File: config.mk
export PLATFORM = sky130hd
export DESIGN_NAME = core_mem_arbiter
export DESIGN_NICKNAME = d
export VERILOG_FILES = /design/src/rtl/core_mem_arbiter.sv
export SDC_FILE = /design/constraint.sdc
export NUM_CORES = 1
export LEC_CHECK = 0
export CAP_MARGIN = 20
export CORE_UTILIZATION = 40
export DETAILED_ROUTE_END_ITERATION = 12
export PLACE_DENSITY = 0.81
export SLEW_MARGIN = 40
export SYNTH_ARGS = -nofsm -noshare
export SYNTH_HDL_FRONTEND = slang
export SYNTH_SLANG_ARGS = --single-unit
File: constraint.sdc
create_clock -name clk -period 2.6 [get_ports clk]
set_input_delay 0.39 -clock clk [delete_from_list [all_inputs] [get_ports clk]]
set_output_delay 0.39 -clock clk [all_outputs]
set_load 0.05 [all_outputs]
File: src/rtl/core_mem_arbiter.sv
// core_mem_arbiter: round-robin arbiter sharing one memory port
// between NUM_CORES cores, with a per-transaction ready timeout.
module core_mem_arbiter #(
    parameter int MEM_WIDTH = 32,
    parameter int NUM_CORES = 2,
    parameter int TIMEOUT   = 15
) (
    input  logic                           clk,
    input  logic                           reset,
    input  logic [NUM_CORES-1:0]           core_req,
    input  logic [NUM_CORES-1:0]           core_we,
    input  logic [NUM_CORES*MEM_WIDTH-1:0] core_addr,
    input  logic [NUM_CORES*MEM_WIDTH-1:0] core_wdata,
    output logic [NUM_CORES-1:0]           core_ack,
    output logic [MEM_WIDTH-1:0]           core_rdata,
    output logic                           core_err,
    output logic [MEM_WIDTH-1:0]           mem_addr,
    output logic [MEM_WIDTH-1:0]           mem_write_val,
    output logic                           mem_read_en,
    output logic                           mem_write_en,
    input  logic [MEM_WIDTH-1:0]           mem_read_val,
    input  logic                           mem_ready,
    output logic                           busy,
    output logic [$clog2(NUM_CORES)-1:0]   grant_id
);
    localparam int IDW = $clog2(NUM_CORES);
    localparam logic [IDW-1:0] LAST_ID = IDW'(NUM_CORES - 1);
    localparam logic [7:0]     CNT_END = 8'(TIMEOUT - 1);

    typedef enum logic [1:0] {
        S_IDLE,
        S_ISSUE,
        S_WAIT,
        S_DONE
    } state_t;

    state_t               r_state;
    logic [IDW-1:0]       r_last;
    logic [IDW-1:0]       r_gid;
    logic                 r_we;
    logic [7:0]           r_cnt;
    logic [NUM_CORES-1:0] r_ack;
    logic [MEM_WIDTH-1:0] r_rdata;
    logic                 r_err;
    logic [MEM_WIDTH-1:0] r_addr;
    logic [MEM_WIDTH-1:0] r_wval;
    logic                 r_rd_en;
    logic                 r_wr_en;
    logic                 r_busy;

    logic                 w_found;
    logic [IDW-1:0]       w_win;
    logic [IDW-1:0]       w_cand;
    logic [MEM_WIDTH-1:0] w_addr_a  [NUM_CORES];
    logic [MEM_WIDTH-1:0] w_wdata_a [NUM_CORES];

    for (genvar g = 0; g < NUM_CORES; g++) begin : g_unpack
        assign w_addr_a[g]  = core_addr[g*MEM_WIDTH +: MEM_WIDTH];
        assign w_wdata_a[g] = core_wdata[g*MEM_WIDTH +: MEM_WIDTH];
    end

    // Round-robin search: first requester after the last winner
    always_comb begin
        w_found = 1'b0;
        w_win   = '0;
        w_cand  = r_last;
        for (int i = 0; i < NUM_CORES; i++) begin
            w_cand = (w_cand == LAST_ID) ? '0 : w_cand + IDW'(1);
            if (!w_found && core_req[w_cand]) begin
                w_found = 1'b1;
                w_win   = w_cand;
            end
        end
    end

    // Transaction FSM; every output is a register
    always_ff @(posedge clk or negedge reset) begin
        if (!reset) begin
            r_state <= S_IDLE;
            r_last  <= LAST_ID;
            r_gid   <= '0;
            r_we    <= 1'b0;
            r_cnt   <= '0;
            r_ack   <= '0;
            r_rdata <= '0;
            r_err   <= 1'b0;
            r_addr  <= '0;
            r_wval  <= '0;
            r_rd_en <= 1'b0;
            r_wr_en <= 1'b0;
            r_busy  <= 1'b0;
        end else begin
            unique case (r_state)
                S_IDLE: begin
                    if (w_found) begin
                        r_gid   <= w_win;
                        r_we    <= core_we[w_win];
                        r_addr  <= w_addr_a[w_win];
                        r_wval  <= w_wdata_a[w_win];
                        r_rd_en <= !core_we[w_win];
                        r_wr_en <= core_we[w_win];
                        r_cnt   <= '0;
                        r_busy  <= 1'b1;
                        r_state <= S_ISSUE;
                    end
                end
                S_ISSUE, S_WAIT: begin
                    r_rd_en <= 1'b0;
                    r_wr_en <= 1'b0;
                    r_cnt   <= r_cnt + 8'd1;
                    if (mem_ready) begin
                        r_rdata <= r_we ? '0 : mem_read_val;
                        r_err   <= 1'b0;
                        r_ack   <= NUM_CORES'(1) << r_gid;
                        r_state <= S_DONE;
                    end else if (r_cnt == CNT_END) begin
                        r_rdata <= '0;
                        r_err   <= 1'b1;
                        r_ack   <= NUM_CORES'(1) << r_gid;
                        r_state <= S_DONE;
                    end else begin
                        r_state <= S_WAIT;
                    end
                end
                S_DONE: begin
                    r_ack   <= '0;
                    r_err   <= 1'b0;
                    r_rdata <= '0;
                    r_last  <= r_gid;
                    r_busy  <= 1'b0;
                    r_state <= S_IDLE;
                end
                default: r_state <= S_IDLE;
            endcase
        end
    end

    assign core_ack      = r_ack;
    assign core_rdata    = r_rdata;
    assign core_err      = r_err;
    assign mem_addr      = r_addr;
    assign mem_write_val = r_wval;
    assign mem_read_en   = r_rd_en;
    assign mem_write_en  = r_wr_en;
    assign busy          = r_busy;
    assign grant_id      = r_gid;

endmodule
==> impl_metrics.tcl, run 1 <==
set metrics [dict create \
    grt_util_met3 0.06880 \
    vias 4692 \
    htreeDepth 4 \
    grt_most_used_layer "met2" \
    row_count 41 \
    clock-sinks 115 \
    synthFlopType "dfrtp_1" \
    antenna_left 0 \
    max_stage_delay_ns 0.54 \
    async_reset_ff_frac 1.000 \
    die_area_um2 13820 \
    skew_ns 0.007395 \
    detailed_place_hpwl_mm 11.35 \
    first_pass_iters 4 \
    worstSetupEndpointType "flop" \
    grt-ovfl-total 0 \
    cp-start-kind "flop" \
    start_util 0.4164 \
    cts.path.max_buffers 2 \
    yosysTopAreaCell "dfrtp_1" \
    p_per_area_nw_per_um2 1280 \
    synth_top_area_frac 0.5342 \
    wire_per_inst_um 15.58 \
    clkTransAtPathRegs_ns 0.05 \
    wl_mm 14.97 \
    min_from "mem_addr[29]" \
    yosysSeqAreaShare 0.5391 \
    status "finished clean" \
    worstPathMaxFanout 25 \
    io-pin-count 270 \
    max_freq_mhz 457.6 \
    grt_pass1_wl_mm 24.40 \
    antenna_found_initial 0 \
    dp_cells 929 \
    leakagePower_nw 3.909 \
    cts_tree "done" \
    final_nets 948 \
    fin_cells 961 \
    worstMarginPinSlew_ns 0.5582 \
    track_usage 0.2244 \
    rsz0062_at_grt "no" \
    hold_viol 0 \
    relSlewSlack 0.6267 \
    ys_ff_latch 115 \
    grt_max_degree 75 \
    reg2reg_slack_ns 0.41 \
    synthCells 510 \
    fin_crit_ns 2.185 \
    avgSynthCellArea_um2 10.47 \
    clk_latency_ns 0.40 \
    synth_nets 681 \
    min_to "mem_addr[29]" \
    path_cells "inv_1, ha_1, nand4b_1, o211ai_4, buf_4, mux2i_1" \
    die_h_um 117.5 \
    hold_class "flop to flop" \
    die_x_um 117.5 \
    fp.coreArea_um2 12820 \
    drc 0 \
    critPathBufInv 2 \
    fin_crit_sh 0.8405 \
    synth_area_um2 5340 \
    finalSetupTns_ns 0 \
    cts_buffers 17 \
    viasPerCell 4.882 \
    drive_gt1_frac 0.06717 \
    portBuffers 269 \
    use_met1 0.2445 \
    ctsResizeCount 0 \
    peakVddDrop_uv 636.4 \
    whs_path_depth 2 \
    cts_root_buf "clkbuf_16" \
    synth_cell_types 40 \
    r2r_cells 6 \
    path_class "flop to flop" \
    globalplace.congestion 0.8056 \
    drt_iter0_drc 216 \
    setup_viol 0 \
    synth-edff-count 0 \
    cp.required_ns 2.91 \
    arrival_ns 2.50 \
    slew_viol_final 0 \
    crit_family "adder cells" \
    cpMaxStageDelayCell "ha_1" \
    syn_to_final_growth_pct 66.12 \
    grt_use_met2 0.4090 \
    design_area_um2 8871 \
    r2r-start "r_state[0]" \
    grt_pass1_vias 4861 \
    postPlaceCellArea_um2 8244 \
    r2r-end "core_rdata[3]" \
    antenna_cells 0 \
    num-fill-cells 976 \
    ys_warn_count 0 \
    maxCapViolations 0 \
    synth_area_leaders "dfrtp_1 53%, mux2i_1 18%, nand2_1 7.1%, o21ai_0 6.8%, inv_1 2.6%" \
]
==> per-stage QoR <==
stage | hold WS [ns] | utilization | power (mW) | setup slack (ns)
after detailed placement | 0.3972 | 0.6428 | 8.985 | 0.4194
after global placement | 0.3909 | 0.6428 | 8.811 | 0.4937
after floorplan | 0.09441 | - | 6.929 | 0.7095
after global routing | 0.4952 | 0.6917 | 11.92 | 0.2911
after CTS | 0.4823 | 0.6917 | 11.45 | 0.4032
final | 0.4781 | 0.6917 | 11.36 | 0.4146
==> worst max path at each step <==
| stage | from | end | slack [ns] | cells past startpoint |
|---|---|---|---|---|
| floorplan | r_cnt[0] | core_ack[0] | 0.71 | 5 |
| global placement | core_req[0] | r_cnt[5] | 0.49 | 5 |
| detailed placement | r_state[0] | core_rdata[3] | 0.42 | 6 |
| CTS | r_state[0] | core_rdata[3] | 0.40 | 6 |
| global route | r_state[0] | core_rdata[21] | 0.29 | 6 |
| finish | r_state[0] | core_rdata[3] | 0.41 | 6 |
==> sequential cells by signal, summed over array words and instances (netlist names) <==
signal         flops
core_ack           2
mem_write_en       1
core_rdata        32
core_err           1
r_we               1
r_cnt              8
mem_write_val     32
busy               1
r_state            2
mem_addr          32
r_last             1
mem_read_en        1
grant_id           1
==> cells in the mapped netlist, types with 3 or more instances <==
| cell | number |
|---|---|
| dfrtp_1 | 114 |
| nand2_1 | 101 |
| mux2i_1 | 98 |
| o21ai_0 | 73 |
| inv_1 | 37 |
| clkbuf_1 | 19 |
| buf_2 | 8 |
| a21oi_1 | 4 |
| ha_1 | 4 |
| mux2_2 | 4 |
| nor2_1 | 4 |
| o31ai_1 | 4 |
| buf_8 | 3 |
| nand3_1 | 3 |
| or4_1 | 3 |
==> power breakdown <==
| part | switching (mW) | internal (mW) | total (mW) |
|---|---|---|---|
| registers | 0.438 | 2.51 | 2.95 |
| logic | 3.83 | 2.15 | 5.98 |
| clock network | 0.781 | 1.64 | 2.42 |
| total | 5.05 | 6.30 | 11.4 |
==> tightest hold or removal path, delay by kind of cell, from the launching register on <==
kind | cells | cell delay [ns]
compound gates | 1 | 0.06
simple gates | 1 | 0.04
flops | 1 | 0.34
==> final cells by class <==
class / count / area (um2) / share of cell area
Timing Repair Buffer: 280 / 2838 / 0.3199
Clock inverter: 10 / 156.4 / 0.01763
Inverter: 37 / 138.9 / 0.01566
Tap cell: 172 / 215.2 / 0.02426
Multi-Input combinational cell: 326 / 2183 / 0.2461
Clock buffer: 21 / 460.4 / 0.05190
Sequential cell: 115 / 2879 / 0.3245
==> per-layer routing <==
metal | up-vias | routed length, um
li1 | 2263 | -
met1 | 2212 | 5684
met2 | 197 | 7904
met3 | 20 | 1151
met4 | 0 | 233
met5 | - | 0
==> cells by family after synthesis <==
logic type / after synthesis / share of synthesized area
AND/OR/NAND/NOR: 127 / 0.1040
flip-flops: 115 / 0.5391
adder cells (fa/ha/maj): 4 / 0.009372
AO/OA/AOI/OAI: 93 / 0.09818
buffers and inverters: 69 / 0.05717
multiplexers: 102 / 0.1921
==> cell usage in the layout (no fill, tap or decap), drive strengths merged, types with 2 or more instances in the layout <==
cell type,n
dfrtp,114
nor4b,2
a22o,2
clkinv,5
clkdlybuf4s50,268
nand2,101
a21oi,4
mux2,4
o211ai,2
nand3,3
buf,11
ha,4
or4,4
nor3b,2
bufinv,4
inv,37
clkbuf,21
o31ai,4
or3b,2
mux2i,98
nor2,4
nor2b,2
o21ai,74
==> what timing repair did <==
action	CTS	global route
setup buffers	0	0
hold buffers	1	0
hold endpoints to repair	36	0
Power figures use the tool's default switching activity.
==> run 2: changes to the inputs <==
CORE_UTILIZATION = 36   (was 40)
PLACE_DENSITY = 0.77   (was 0.81)
clock period = 1.9 ns   (was 2.6 ns; I/O delays follow)
==> run 2 against run 1 <==
  * The run now ends with negative setup slack left
  * Critical path type unchanged
  * Power up 43%
  * Non-clock buffer count up 20
  * Worst hold slack worse by 0.064 ns
==> impl_metrics.tcl, run 2 (synthesis gave the netlist of run 1 again) <==
set metrics [dict create \
    worstMarginPinSlew_ns 0.5519 \
    use_met1 0.2233 \
    p_per_area_nw_per_um2 1742 \
    grt_max_degree 91 \
    htreeDepth 4 \
    syn_to_final_growth_pct 74.30 \
    hold_class "input pin to asynchronous set/reset pin" \
    clkTransAtPathRegs_ns 0.05 \
    detailed_place_hpwl_mm 11.44 \
    final_nets 968 \
    start_util 0.3688 \
    skew_ns 0.008674 \
    clock-sinks 115 \
    fin_crit_sh 1.018 \
    cts_tree "done" \
    first_pass_iters 4 \
    cp-start-kind "flop" \
    grt_pass1_vias 4874 \
    die_area_um2 15330 \
    relSlewSlack 0.6315 \
    setup_viol 18 \
    die_h_um 123.8 \
    cp.required_ns 2.22 \
    worstPathMaxFanout 8 \
    drive_gt1_frac 0.1037 \
    cts.path.max_buffers 2 \
    fin_crit_ns 1.933 \
    grt_use_met2 0.3611 \
    grt-ovfl-total 0 \
    arrival_ns 2.26 \
    violations "negative setup slack" \
    wl_mm 15.87 \
    row_count 44 \
    fin_cells 994 \
    hold_ws_ns 0.4141 \
    maxCapViolations 0 \
    rsz0062_at_grt "yes" \
    finalSetupTns_ns -0.3054 \
    final_cell_mix "190 x clkdlybuf4s50_1, 114 x dfrtp_1, 101 x nand2_1" \
    slew_viol_final 0 \
    drt_iter0_drc 153 \
    r2r_cells 7 \
    clk_latency_ns 0.41 \
    antenna_cells 0 \
    io-pin-count 270 \
    pre_cts_slack_ns -0.07520 \
    setup_ws_ns -0.03340 \
    grt_util_met3 0.07784 \
    globalplace.congestion 0.8079 \
    track_usage 0.2076 \
    grt_most_used_layer "met2" \
    antenna_found_initial 0 \
    fp.coreArea_um2 14480 \
    max_freq_mhz 517.2 \
    path_class "flop to flop" \
    viasPerCell 4.833 \
    vias 4804 \
    fin_util 0.6428 \
    hold_viol 0 \
    dp_cells 954 \
    layout_commonest_cell "clkdlybuf4s50_1" \
    cts_buffers 17 \
    antenna_left 0 \
    worstSetupEndpointType "flop" \
    drc 0 \
    postPlaceCellArea_um2 8404 \
    leakagePower_nw 4.890 \
    die_x_um 123.8 \
    grt_pass1_wl_mm 23.91 \
    wire_per_inst_um 15.96 \
    cts_root_buf "clkbuf_16" \
    power_mw 16.21 \
    status "finished, violations left" \
    peakVddDrop_uv 849.9 \
    portBuffers 269 \
    design_area_um2 9308 \
]
[run 2: cell types whose count changed in the layout (fill, tap and decap cells not counted), moves of 2 or more]
cell | before | now
buf_12 | 5 | 11
dlygate4sd2_1 | 0 | 12
buf_16 | 0 | 2
dlymetal6s2s_1 | 0 | 60
buf_4 | 6 | 22
clkinvlp_4 | 1 | 3
clkdlybuf4s50_1 | 268 | 190
[run 2: area by class of cell]
type                       count  area (um2)
fill                        1152        5171
inverter                      37       138.9
tap                          184       230.2
timing repair buffer         300        3244
multi-input combinational    326        2210
clock buffer                  23       478.0
clock inverter                 9       127.6
sequential                   115        2879
[run 2: layer usage]
metal | wire (um) | up-vias
li1 | - | 2311
met5 | 0 | -
met4 | 290 | 0
met1 | 5984 | 2272
met3 | 1363 | 25
met2 | 8231 | 196
[run 2: final timing paths]
path / startpoint / to / slack [ns]
max: r_cnt[0] / core_rdata[4] / -0.03
min: reset / core_rdata[5] / 0.41
max reg2reg: r_cnt[0] / core_rdata[4] / -0.03
min reg2reg: mem_addr[15] / mem_addr[15] / 0.47
max in group asynchronous: reset / r_last / 1.11
min in group clk: mem_read_val[5] / core_rdata[5] / 0.43
[run 2: what timing repair did]
| item | 4_1_cts | 5_1_grt |
|---|---|---|
| cloned | 2 | 1 |
| buffers inserted | 3 | 1 |
| endpoints found under the setup margin | 45 | 97 |
| gates resized for setup | 17 | 64 |
| hold buffers | 1 | 0 |
| hold endpoints to repair | 114 | 0 |
| pin swaps | 1 | 0 |
[run 2: worst max-delay path, stage by stage (launching register included)]
cell	delay, ns
dfrtp_1	0.39
inv_1	0.07
ha_1	0.13
or4b_4	0.49
o211ai_4	0.24
buf_6	0.18
buf_12	0.14
mux2i_1	0.21
[run 2: report_power, final]
group          internal, mW  switching (mW)  total (mW)  leakage (nW)
sequential             3.44           0.579        4.02          1.47
clock                  2.16            1.07        3.23         0.289
combinational          3.45            5.51        8.96          3.13
